===== src/rtl/tile_load_sequencer.sv =====
// rtl/tile_load_sequencer.sv - sequences one tile load from A/W BRAMs into per-row/per-column buffer RAMs
module tile_load_sequencer #(
    parameter int ARRAY_N    = 8,
    parameter int ARRAY_M    = 8,
    parameter int ADDR_WIDTH = 10,
    parameter int K_WIDTH    = 6
) (
    input  logic                       clk,
    input  logic                       reset_n,
    input  logic                       start,
    input  logic                       abort,
    input  logic [31:0]                a_bram_base,
    input  logic [31:0]                w_bram_base,
    input  logic [ADDR_WIDTH-1:0]      buf_base,
    input  logic [$clog2(ARRAY_N):0]   a_num_rows,
    input  logic [$clog2(ARRAY_M):0]   w_num_cols,
    input  logic [K_WIDTH-1:0]         k_len,
    output logic [31:0]                addr_a_bram,
    output logic                       enable_a_bram,
    output logic [31:0]                addr_w_bram,
    output logic                       enable_w_bram,
    output logic [ADDR_WIDTH-1:0]      a_ram_w_addr,
    output logic [ARRAY_N-1:0]         a_ram_w_en,
    output logic [ADDR_WIDTH-1:0]      w_ram_w_addr,
    output logic [ARRAY_M-1:0]         w_ram_w_en,
    output logic                       busy,
    output logic                       done
);

    localparam int RW = $clog2(ARRAY_N) + 1;
    localparam int CW = $clog2(ARRAY_M) + 1;
    localparam int IW = (RW > CW) ? RW : CW;
    localparam int PW = IW + K_WIDTH;

    typedef enum logic [2:0] {
        S_IDLE,
        S_LOAD_A,
        S_LOAD_W,
        S_DRAIN,
        S_DONE
    } state_t;

    state_t                state, state_nxt;
    logic [IW-1:0]         idx, idx_nxt;
    logic [K_WIDTH-1:0]    kcnt, kcnt_nxt;
    logic [31:0]           cfg_a_base, cfg_w_base;
    logic [ADDR_WIDTH-1:0] cfg_buf;
    logic [IW-1:0]         cfg_rows, cfg_cols;
    logic [K_WIDTH-1:0]    cfg_k;

    logic [IW-1:0]         rows_clamp, cols_clamp;
    logic                  accept;
    logic                  last_k;
    logic [PW-1:0]         row_off;
    logic [31:0]           word_addr;

    assign rows_clamp = (a_num_rows > RW'(ARRAY_N)) ? IW'(ARRAY_N) : IW'(a_num_rows);
    assign cols_clamp = (w_num_cols > CW'(ARRAY_M)) ? IW'(ARRAY_M) : IW'(w_num_cols);
    assign accept     = (state == S_IDLE) && start && !abort;
    assign last_k     = (kcnt == cfg_k - K_WIDTH'(1));

    always_comb begin
        state_nxt = state;
        idx_nxt   = idx;
        kcnt_nxt  = kcnt;
        case (state)
            S_IDLE: begin
                if (accept) begin
                    idx_nxt  = '0;
                    kcnt_nxt = '0;
                    if (rows_clamp != '0 && k_len != '0)
                        state_nxt = S_LOAD_A;
                    else if (cols_clamp != '0 && k_len != '0)
                        state_nxt = S_LOAD_W;
                    else
                        state_nxt = S_DRAIN;
                end
            end
            S_LOAD_A: begin
                if (last_k) begin
                    kcnt_nxt = '0;
                    if (idx == cfg_rows - IW'(1)) begin
                        idx_nxt   = '0;
                        state_nxt = (cfg_cols != '0) ? S_LOAD_W : S_DRAIN;
                    end else begin
                        idx_nxt = idx + IW'(1);
                    end
                end else begin
                    kcnt_nxt = kcnt + K_WIDTH'(1);
                end
            end
            S_LOAD_W: begin
                if (last_k) begin
                    kcnt_nxt = '0;
                    if (idx == cfg_cols - IW'(1)) begin
                        idx_nxt   = '0;
                        state_nxt = S_DRAIN;
                    end else begin
                        idx_nxt = idx + IW'(1);
                    end
                end else begin
                    kcnt_nxt = kcnt + K_WIDTH'(1);
                end
            end
            S_DRAIN:  state_nxt = S_DONE;
            S_DONE:   state_nxt = S_IDLE;
            default:  state_nxt = S_IDLE;
        endcase
        if (abort && state != S_IDLE) begin
            state_nxt = S_IDLE;
            idx_nxt   = '0;
            kcnt_nxt  = '0;
        end
    end

    always_ff @(posedge clk or negedge reset_n) begin
        if (!reset_n) begin
            state      <= S_IDLE;
            idx        <= '0;
            kcnt       <= '0;
            cfg_a_base <= '0;
            cfg_w_base <= '0;
            cfg_buf    <= '0;
            cfg_rows   <= '0;
            cfg_cols   <= '0;
            cfg_k      <= '0;
        end else begin
            state <= state_nxt;
            idx   <= idx_nxt;
            kcnt  <= kcnt_nxt;
            if (accept) begin
                cfg_a_base <= a_bram_base;
                cfg_w_base <= w_bram_base;
                cfg_buf    <= buf_base;
                cfg_rows   <= rows_clamp;
                cfg_cols   <= cols_clamp;
                cfg_k      <= k_len;
            end
        end
    end

    // One shared row/column counter drives both phases, so one address datapath suffices.
    assign row_off   = PW'(idx) * PW'(cfg_k);
    assign word_addr = ((state == S_LOAD_W) ? cfg_w_base : cfg_a_base) + 32'(row_off) + 32'(kcnt);

    assign enable_a_bram = (state == S_LOAD_A);
    assign enable_w_bram = (state == S_LOAD_W);
    assign addr_a_bram   = enable_a_bram ? (word_addr << 2) : 32'd0;
    assign addr_w_bram   = enable_w_bram ? (word_addr << 2) : 32'd0;
    assign busy          = (state != S_IDLE);
    assign done          = (state == S_DONE);

    // Writes trail reads by one cycle to match BRAM latency; abort drops the in-flight one.
    always_ff @(posedge clk or negedge reset_n) begin
        if (!reset_n) begin
            a_ram_w_en   <= '0;
            a_ram_w_addr <= '0;
            w_ram_w_en   <= '0;
            w_ram_w_addr <= '0;
        end else begin
            if (state == S_LOAD_A && !abort) begin
                a_ram_w_en   <= ARRAY_N'(1) << idx;
                a_ram_w_addr <= cfg_buf + ADDR_WIDTH'(kcnt);
            end else begin
                a_ram_w_en   <= '0;
                a_ram_w_addr <= '0;
            end
            if (state == S_LOAD_W && !abort) begin
                w_ram_w_en   <= ARRAY_M'(1) << idx;
                w_ram_w_addr <= cfg_buf + ADDR_WIDTH'(kcnt);
            end else begin
                w_ram_w_en   <= '0;
                w_ram_w_addr <= '0;
            end
        end
    end

endmodule


===== config.mk =====
export PLATFORM = sky130hd
export DESIGN_NAME = tile_load_sequencer
export DESIGN_NICKNAME = d
export VERILOG_FILES = /design/src/rtl/tile_load_sequencer.sv
export SDC_FILE = /design/constraint.sdc
export NUM_CORES = 1
export LEC_CHECK = 0
export CELL_PAD_IN_SITES_DETAIL_PLACEMENT = 1
export CELL_PAD_IN_SITES_GLOBAL_PLACEMENT = 1
export CORE_UTILIZATION = 35
export DETAILED_ROUTE_END_ITERATION = 10
export HOLD_SLACK_MARGIN = 0.02
export PLACE_DENSITY_LB_ADDON = 0.1
export SETUP_SLACK_MARGIN = 0.4
export SYNTH_ARGS = -nofsm -noshare
export SYNTH_HDL_FRONTEND = slang
export SYNTH_SLANG_ARGS = --single-unit
export TNS_END_PERCENT = 30

===== constraint.sdc =====
create_clock -name clk -period 6.2 [get_ports clk]
set_input_delay 1.24 -clock clk [delete_from_list [all_inputs] [get_ports clk]]
set_output_delay 1.24 -clock clk [all_outputs]
set_load 0.01 [all_outputs]

# Word-level counts from Yosys, hierarchy flattened
# Index checks and enable logic that the tools add are counted.
# totals
register_bits,133
output_inout_bits,104
word_cells,87
# classes
addsub,8
n_mul,1
magnitude_cmp,2
eq_ne,12
shifts,1
n_mux,30
reduce_logical,20
# ops
operator,count
$mux W32,2
$mux W4,8
$add A30 B10 Y30,1
$add A30 B6 Y30,1
$mux W30,1
$mux W10,2
$mux W3,6
$mux W6,3
$mux W8,2
$reduce_bool A4 Y1,4
$ne A3 B1 Y1 const B,4
$pmux W3 S4,1
$pmux W4 S3,1
$pmux W6 S2,1
$add A10 B6 Y10,1
$mul A4 B6 Y10,1
$eq A4 B4 Y1,2
$gt A4 B4 Y1 const B,2
$shl A1 B4 Y8 const A,1
$sub A4 B1 Y4 const B,2
$logic_and A1 B1 Y1,7
$add A6 B1 Y6 const B,1
$eq A3 B2 Y1 const B,2
$eq A6 B6 Y1,1
15 further kinds,17

# Depth between registers and ports, before layout
# Gate-level depths: netlist of run 1.
# depth
depth_word,9
mapped_depth,24
mapped_depth_nobuf,18

# Worst setup path after synthesis of run 1
# Ideal clock, no wire load.
# synth_timing
path_kind,register to output
start,register state[1]
end,output addr_w_bram[29]
arrival_time_ps,5320
required_time_ps,4960
path_slack_ps,-360
stages_incl_launch_ff,22
path_buffers,6
path_cell_list,dfrtp_1 -> buf_4 -> or3b_1 -> buf_4 -> clkbuf_1 -> buf_1 -> clkbuf_1 -> mux2i_1 -> fa_1 -> inv_1 -> fa_1 -> inv_1 -> fa_1 -> inv_1 -> ha_1 -> nand2_1 -> or3_1 -> a31o_2 -> clkbuf_1 -> a2111oi_1 -> xnor2_1 -> nor2_1
# synth_between
elab_chain_len,5
# synth_lines
element,line,text
start: declaration,43,"state_t state, state_nxt;"
start signal: assignment,128,state <= state_nxt;
$eq A3 B2 Y1 (*),"144, 147",
$mux W30,144,assign word_addr = ((state == S_LOAD_W) ? cfg_w_base : cfg_a_base) + 32'(row_off) + 32'(kcnt);
$add A30 B10 Y30,144,
$add A30 B6 Y30,144,
$mux W32 (*),149,assign addr_w_bram = enable_w_bram ? (word_addr << 2) : 32'd0;
end: declaration,20,"output logic [31:0] addr_w_bram,"
# Every way passes the cells marked *; elsewhere a longest branch is shown, timed or not.

# Worst setup path in the final report of run 1
# layout_timing
start,register state[2]
end,output addr_a_bram[21]
# layout_between
elab_chain_len,5
# layout_lines
element,line,text
$eq A3 B2 Y1,144,
$mux W30,144,
$add A30 B10 Y30,144,
$add A30 B6 Y30,144,
$mux W32 (*),148,assign addr_a_bram = enable_a_bram ? (word_addr << 2) : 32'd0;
end: declaration,18,"output logic [31:0] addr_a_bram,"
# Marked as above.

==> metrics.cfg, run 1 <==
[status]
status = finished with violations
violations = negative setup slack

[worst_setup_path]
cp-end-kind = output port
cp.arrival_ns = 5.09
cp_slowest_stage_delay_ns = 0.51
crit_path_start_kind = flop
path_class = flop to output port
cp_cell_sequence = or3b_4 > buf_6 > mux2i_2 > fa_1 > inv_2 > fa_1 > inv_2 > fa_1 > inv_2 > ha_4 > inv_2 > or3_4 > a31o_4 > buf_6 > buf_8 > a221oi_2 > xnor2_1 > nor2_1 > buf_2
cp.required_ns = 4.96
critPathSlowestCell = fa_1
crit_top_cell = inv_2
cp_max_fo = 6

[yosys]
ys_top_cells_by_area = dfrtp_1 40%, mux2_2 11%, fa_1 5.6%, ha_1 5.0%, xnor2_1 3.9%
avgSynthCellArea_um2 = 10.3
async_reset_ff_share_pct = 100
yosysSeqAreaShare_pct = 40.3
synth_common_cells = 133 x dfrtp_1, 82 x mux2_2, 80 x nor2_1
synth-edff-count = 0
synth_cell_types = 70
synth_top_area_share_pct = 40.3
yosysTopAreaCell = dfrtp_1
ys_seq_elements = 133
postSynthCellCount = 803
yosysMostFrequentCell = dfrtp_1
syn_area_um2 = 8260
synth_flop_cell = dfrtp_1
ys_warn_count = 0

[placement]
dpl.cell_count = 1301
dp_slack_ns = -0.316
post-dp-hpwl_um = 17100
portBuffers = 187
place_area_um2 = 10800
place_congestion = 0.759

[clock_network]
cts_made_buffers = 17
cts_tree = yes
clk_pin_slew_worst_paths_ns = 0.07
htreeDepth = 4
cts_buffer_depth = 2
clk_latency_ns = 0.43
root_buffer = clkbuf_16
clock-sinks = 133
hold_buffers = 0

[floorplan]
row_count = 55
initial_core_util_pct = 36.0
die_area_um2 = 24200
io_pins = 196
die-height_um = 156
die_w_um = 156
core_area_um2 = 22900

[cells_and_area]
stdcell_count = 1352
num-nets-final = 1174
layout-drive-gt1-share_pct = 29.0
n_antenna_cell = 0
finalInstanceArea_um2 = 11600
area.growth.synth_to_final_pct = 40.3
finish.utilization_pct = 50.6

[routing]
drt-total-wl_um = 23100
wl_per_cell_um = 17.1
drc_errors = 0
vias_per_cell = 4.85
ant_nets = 0
drt_iter0_drc = 146
vias = 6562
first_pass_iters = 4

[sta]
slew_violations = 0
setup_slack_ns = -0.131
tns_ns = -1.03
tightestPinTransition_ns = 1.05
post-route-period-util_pct = 102
relSlewSlack_pct = 29.5
fin_skew_ns = 0.0103
fin_crit_ns = 6.33
fmax_mhz = 158
rsz0062_at_grt = yes
hold_viol = 0
holdWs_ns = 0.506
finalSetupViolCount = 14

[global_routing]
grt_pass1_vias = 7173
antenna_found_initial = 0
grt_pass1_wl_um = 37700
track_usage_pct = 20.2
grt_overflow = 0
grt_max_degree = 90

[power_and_ir_drop]
ir_drop_mv = 0.201
p_leak_nw = 5.17
powerDensity_nw_per_um2 = 447
power_mw = 5.18

[run]
maxCapViolations = 0

[min_path]
hold_class = flop to flop

[layout make-up]
type / instances / area [um2]
fill: 2506 / 11300
multi-input combinational: 577 / 4930
sequential: 133 / 3330
timing repair buffer: 239 / 2130
clock buffer: 17 / 425
tap: 313 / 392
inverter: 58 / 223
clock inverter: 15 / 164
[layer usage]
metal / track usage [%] / routed length [um]
met5: 0 / 0
met4: 5.70 / 263
met3: 4.53 / 935
met2: 36.0 / 12000
met1: 24.3 / 9880
[flip-flops by register name, indices dropped and copies added, names as in the netlist, 6 cells and up]
signal,cells
a_ram_w_addr,10
kcnt,6
w_ram_w_addr,10
w_ram_w_en,8
a_ram_w_en,8
cfg_k,6
cfg_w_base,30
cfg_a_base,30
cfg_buf,10
[timing repair]
| item | in CTS | in global routing |
|---|---|---|
| cloned | 0 | 1 |
| endpoints found under the setup margin | 52 | 52 |
| pin swaps | 24 | 28 |
| hold endpoints to repair | 0 | 0 |
| buffers inserted | 7 | 11 |
| resized for setup | 193 | 61 |
[power by group]
| group | total, mW | internal [mW] | switching (mW) |
|---|---|---|---|
| Combinational | 2.68 | 1.31 | 1.37 |
| Sequential | 1.48 | 1.19 | 0.293 |
| Clock | 1.02 | 0.571 | 0.451 |
[path summary, 6_finish.rpt]
kind                       cells past startpoint           from  slack, ns               to
setup reg to reg                               7       state[2]       3.41         state[0]
setup / recovery                              19       state[2]      -0.13  addr_a_bram[21]
min in group asynchronous                      1        reset_n       0.87  w_ram_w_addr[9]
hold reg to reg                                1  cfg_a_base[6]       0.51    cfg_a_base[6]
max in group asynchronous                      2        reset_n       4.16       cfg_buf[4]
hold / removal                                 1  cfg_a_base[6]       0.51    cfg_a_base[6]
[cells by family after synthesis]
group,Yosys count,share of synthesized area (%)
AO/OA/AOI/OAI,109,9.16
AND/OR/NAND/NOR,249,15.2
multiplexers,98,13.3
other,1,0.0454
flip-flops,133,40.3
buffers and inverters,97,5.06
XOR/XNOR,60,6.36
adder cells (fa/ha/maj),56,10.6
[critical path, delay by kind of cell, from the launching register on]
kind / cells / cell delay, ns
buf+inv: 8 / 0.74
fa+ha+maj: 4 / 1.78
simple gates: 3 / 0.90
compound gates: 2 / 0.54
mux: 1 / 0.15
xor+xnor: 1 / 0.15
flops: 1 / 0.38
[cell usage in the layout, fill, tap and decap left out, types with 4 or more instances in the layout]
master           count
inv_2                5
and3_1              12
a21oi_1             19
o21a_1               7
buf_4               42
buf_2               40
or3_4                4
nand2b_1            13
xnor2_1             32
or2_2                4
clkbuf_16           17
ha_1                30
xor2_1              19
xnor2_2              5
nand3_1              8
o21ai_2              4
xor2_2               4
buf_6               12
inv_6                5
nand2_1             50
a211oi_2             4
a31oi_1              5
nor3_1               7
nor2_1              79
nand4_1              7
and2_1              26
o211ai_1             5
a21oi_2              6
fa_1                21
inv_8                4
or3_1                4
mux2_2              82
mux2i_1             11
dfrtp_1            133
a21o_1               4
o21ai_0             15
nor3_2               5
conb_1               4
clkdlybuf4s50_1    136
inv_1               52
Power figures use the tool's default switching activity.
==> run 2, diff against run 1 <==
--- a/config.mk
+++ b/config.mk
@@ -8,9 +8,11 @@
 export CELL_PAD_IN_SITES_DETAIL_PLACEMENT = 1
 export CELL_PAD_IN_SITES_GLOBAL_PLACEMENT = 1
 export CORE_UTILIZATION = 35
+export CTS_CLUSTER_SIZE = 24
 export DETAILED_ROUTE_END_ITERATION = 10
 export HOLD_SLACK_MARGIN = 0.02
 export PLACE_DENSITY_LB_ADDON = 0.1
+export RECOVER_POWER = 50
 export SETUP_SLACK_MARGIN = 0.4
 export SYNTH_ARGS = -nofsm -noshare
 export SYNTH_HDL_FRONTEND = slang
==> run 2 against run 1 <==
The flow finishes with violations (max-capacitance violations, max-slew violations, negative setup slack); first-iteration DRC count unchanged; hold slack unchanged; non-clock buffer count unchanged; setup slack unchanged; combinational power about the same; largest power group unchanged.
==> metrics.cfg, run 2 (synthesized netlist as in run 1, its figures left out) <==
[cells_and_area]
num-nets-final = 1174  ; unchanged
area.growth.synth_to_final_pct = 40.2  ; about the same
layout-drive-gt1-share_pct = 28.9  ; -0.096 points
final_cell_mix = 135 x clkdlybuf4s50_1, 133 x dfrtp_1, 82 x mux2_2, 79 x nor2_1, 52 x inv_1
finalInstanceArea_um2 = 11600  ; about the same
mostFrequentLayoutCell = clkdlybuf4s50_1
n_antenna_cell = 0  ; unchanged
nFillCells = 2508  ; +0.080%
largestRegisters = cfg_a_base x30, cfg_w_base x30

[worst_setup_path]
crit_path_start_kind = flop
worstSetupStartpoint = state[2]
r2r-end = state[0]
ff2ff_path_depth = 7  ; unchanged
path_class = flop to output port
cp_max_fo = 6  ; unchanged
endpoint = addr_a_bram[21]
reg2reg_setup_slack_ns = 3.41  ; about the same
cp-end-kind = output port
cp.required_ns = 4.96  ; about the same
cp.arrival_ns = 5.09  ; about the same
reg2reg_from = state[2]

[clock_network]
clk_pin_slew_worst_paths_ns = 0.07  ; about the same
cts_tree = yes
clk_latency_ns = 0.43  ; about the same
root_buffer = clkbuf_16
cts_buffer_depth = 2  ; unchanged
cts_made_buffers = 17  ; unchanged
clock-sinks = 133  ; unchanged
hold_buffers = 0  ; unchanged
htreeDepth = 4  ; unchanged

[power_and_ir_drop]
p_leak_nw = 5.16  ; -0.11%
ir_drop_mv = 0.201  ; unchanged
powerDensity_nw_per_um2 = 447  ; about the same

[global_routing]
antenna_found_initial = 0  ; unchanged
track_usage_pct = 20.2  ; unchanged
grt_overflow = 0  ; unchanged
grt_max_degree = 90  ; unchanged
grt_pass1_wl_um = 37700  ; unchanged
grt_pass1_vias = 7173  ; unchanged

[sta]
finalSetupViolCount = 14  ; unchanged
hold_viol = 0  ; unchanged
slew_violations = 90  ; +90
post-route-period-util_pct = 102  ; unchanged
fin_crit_ns = 6.33  ; unchanged
relSlewSlack_pct = -211  ; -240 points
setup_slack_ns = -0.131  ; unchanged
rsz0062_at_grt = yes
holdWs_ns = 0.506  ; unchanged
fmax_mhz = 158  ; unchanged
tightestPinTransition_ns = 4.67  ; +3.62 ns
fin_skew_ns = 0.0103  ; unchanged

[min_path]
hold_class = flop to flop
hold_start = cfg_a_base[6]

[status]
status = finished with violations
violations = max-capacitance violations, max-slew violations, negative setup slack

[placement]
place_area_um2 = 10800  ; unchanged
portBuffers = 187  ; unchanged
post-dp-hpwl_um = 17100  ; unchanged
place_congestion = 0.759  ; unchanged

[floorplan]
die_w_um = 156  ; unchanged
core_area_um2 = 22900  ; unchanged
die-height_um = 156  ; unchanged
io_pins = 196  ; unchanged
row_count = 55  ; unchanged
die_area_um2 = 24200  ; unchanged
initial_core_util_pct = 36.0  ; unchanged

[routing]
vias_per_cell = 4.85  ; unchanged
drt-total-wl_um = 23100  ; about the same
drt_iter0_drc = 146  ; unchanged
drc_errors = 0  ; unchanged
vias = 6562  ; unchanged
wl_per_cell_um = 17.1  ; about the same
first_pass_iters = 4  ; unchanged
ant_nets = 0  ; unchanged

[run]
maxCapViolations = 1  ; +1

==> run 2: cell types whose count changed in the layout (fill, tap and decap cells not counted) <==
cell             delta
dlygate4sd3_1       +1
clkdlybuf4s50_1     -1
and2_0              +1
buf_6               -1
clkbuf_1            +1
and2_1              -1
==> run 2: per-stage QoR <==
step / instances / util [%] / setup slack [ns] / setup TNS [ns] / power, mW
5_1_grt: 1352 / 50.6 / -0.303 / -5.45 / 5.59
3_5_place_dp: 1301 / 46.9 / -0.316 / -4.39 / 4.14
3_3_place_gp: 1301 / 46.9 / -0.272 / -3.39 / 4.08
4_1_cts: 1340 / 49.6 / -0.261 / -2.04 / 5.18
2_1_floorplan: 806 / - / 0.160 / 0 / 3.13
6_report: 1352 / 50.6 / -0.131 / -1.03 / 5.18
==> run 2: final cells by class <==
class                           count  area (um2)  area share [%]
Multi-Input combinational cell    577        4930            42.6
Sequential cell                   133        3330            28.7
Timing Repair Buffer              239        2120            18.3
Clock buffer                       17         425            3.67
Tap cell                          313         392            3.38
Inverter                           58         223            1.92
Clock inverter                     15         164            1.41
==> run 2: how the worst min path moves through the flow <==
stage | to | slack (ns) | depth (start not counted)
2_1_floorplan | cfg_cols[1] | 0.47 | 2
3_3_place_gp | cfg_a_base[23] | 0.49 | 1
3_5_place_dp | cfg_a_base[6] | 0.49 | 1
4_1_cts | cfg_a_base[6] | 0.51 | 1
5_1_grt | cfg_a_base[0] | 0.52 | 1
6_report | cfg_a_base[6] | 0.51 | 1
==> run 2: power by group <==
group          leakage (nW)  internal (mW)  switching, mW
Sequential             1.68           1.19          0.293
Clock                 0.286          0.571          0.451
Combinational          3.20           1.30           1.37
Total                  5.16           3.06           2.12
==> run 2: metal layers <==
metal	GRT usage (%)	vias up	part of all wire, %
met3	4.53	21	4.0
li1	-	3167	-
met4	5.70	0	1.1
met2	36.0	127	52
met1	24.3	3247	43
met5	0	-	0
==> run 2: worst max-delay path, cell delays in order, from the launching register on <==
cell and delay (ns):
dfrtp_1 0.38, or3b_4 0.47, buf_6 0.15, mux2i_2 0.15, fa_1 0.51, inv_2 0.04, fa_1 0.50, inv_2 0.04
fa_1 0.50, inv_2 0.05, ha_4 0.27, inv_2 0.03, or3_4 0.37, a31o_4 0.28, buf_6 0.14, buf_8 0.12
a221oi_2 0.26, xnor2_1 0.15, nor2_1 0.06, buf_2 0.17
==> run 2: what timing repair did <==
action	in CTS	in global routing
pin swaps	24	28
gates cloned	0	1
setup endpoints to repair	52	52
setup buffers	7	11
resized for setup	193	61
endpoints found under the hold margin	0	0
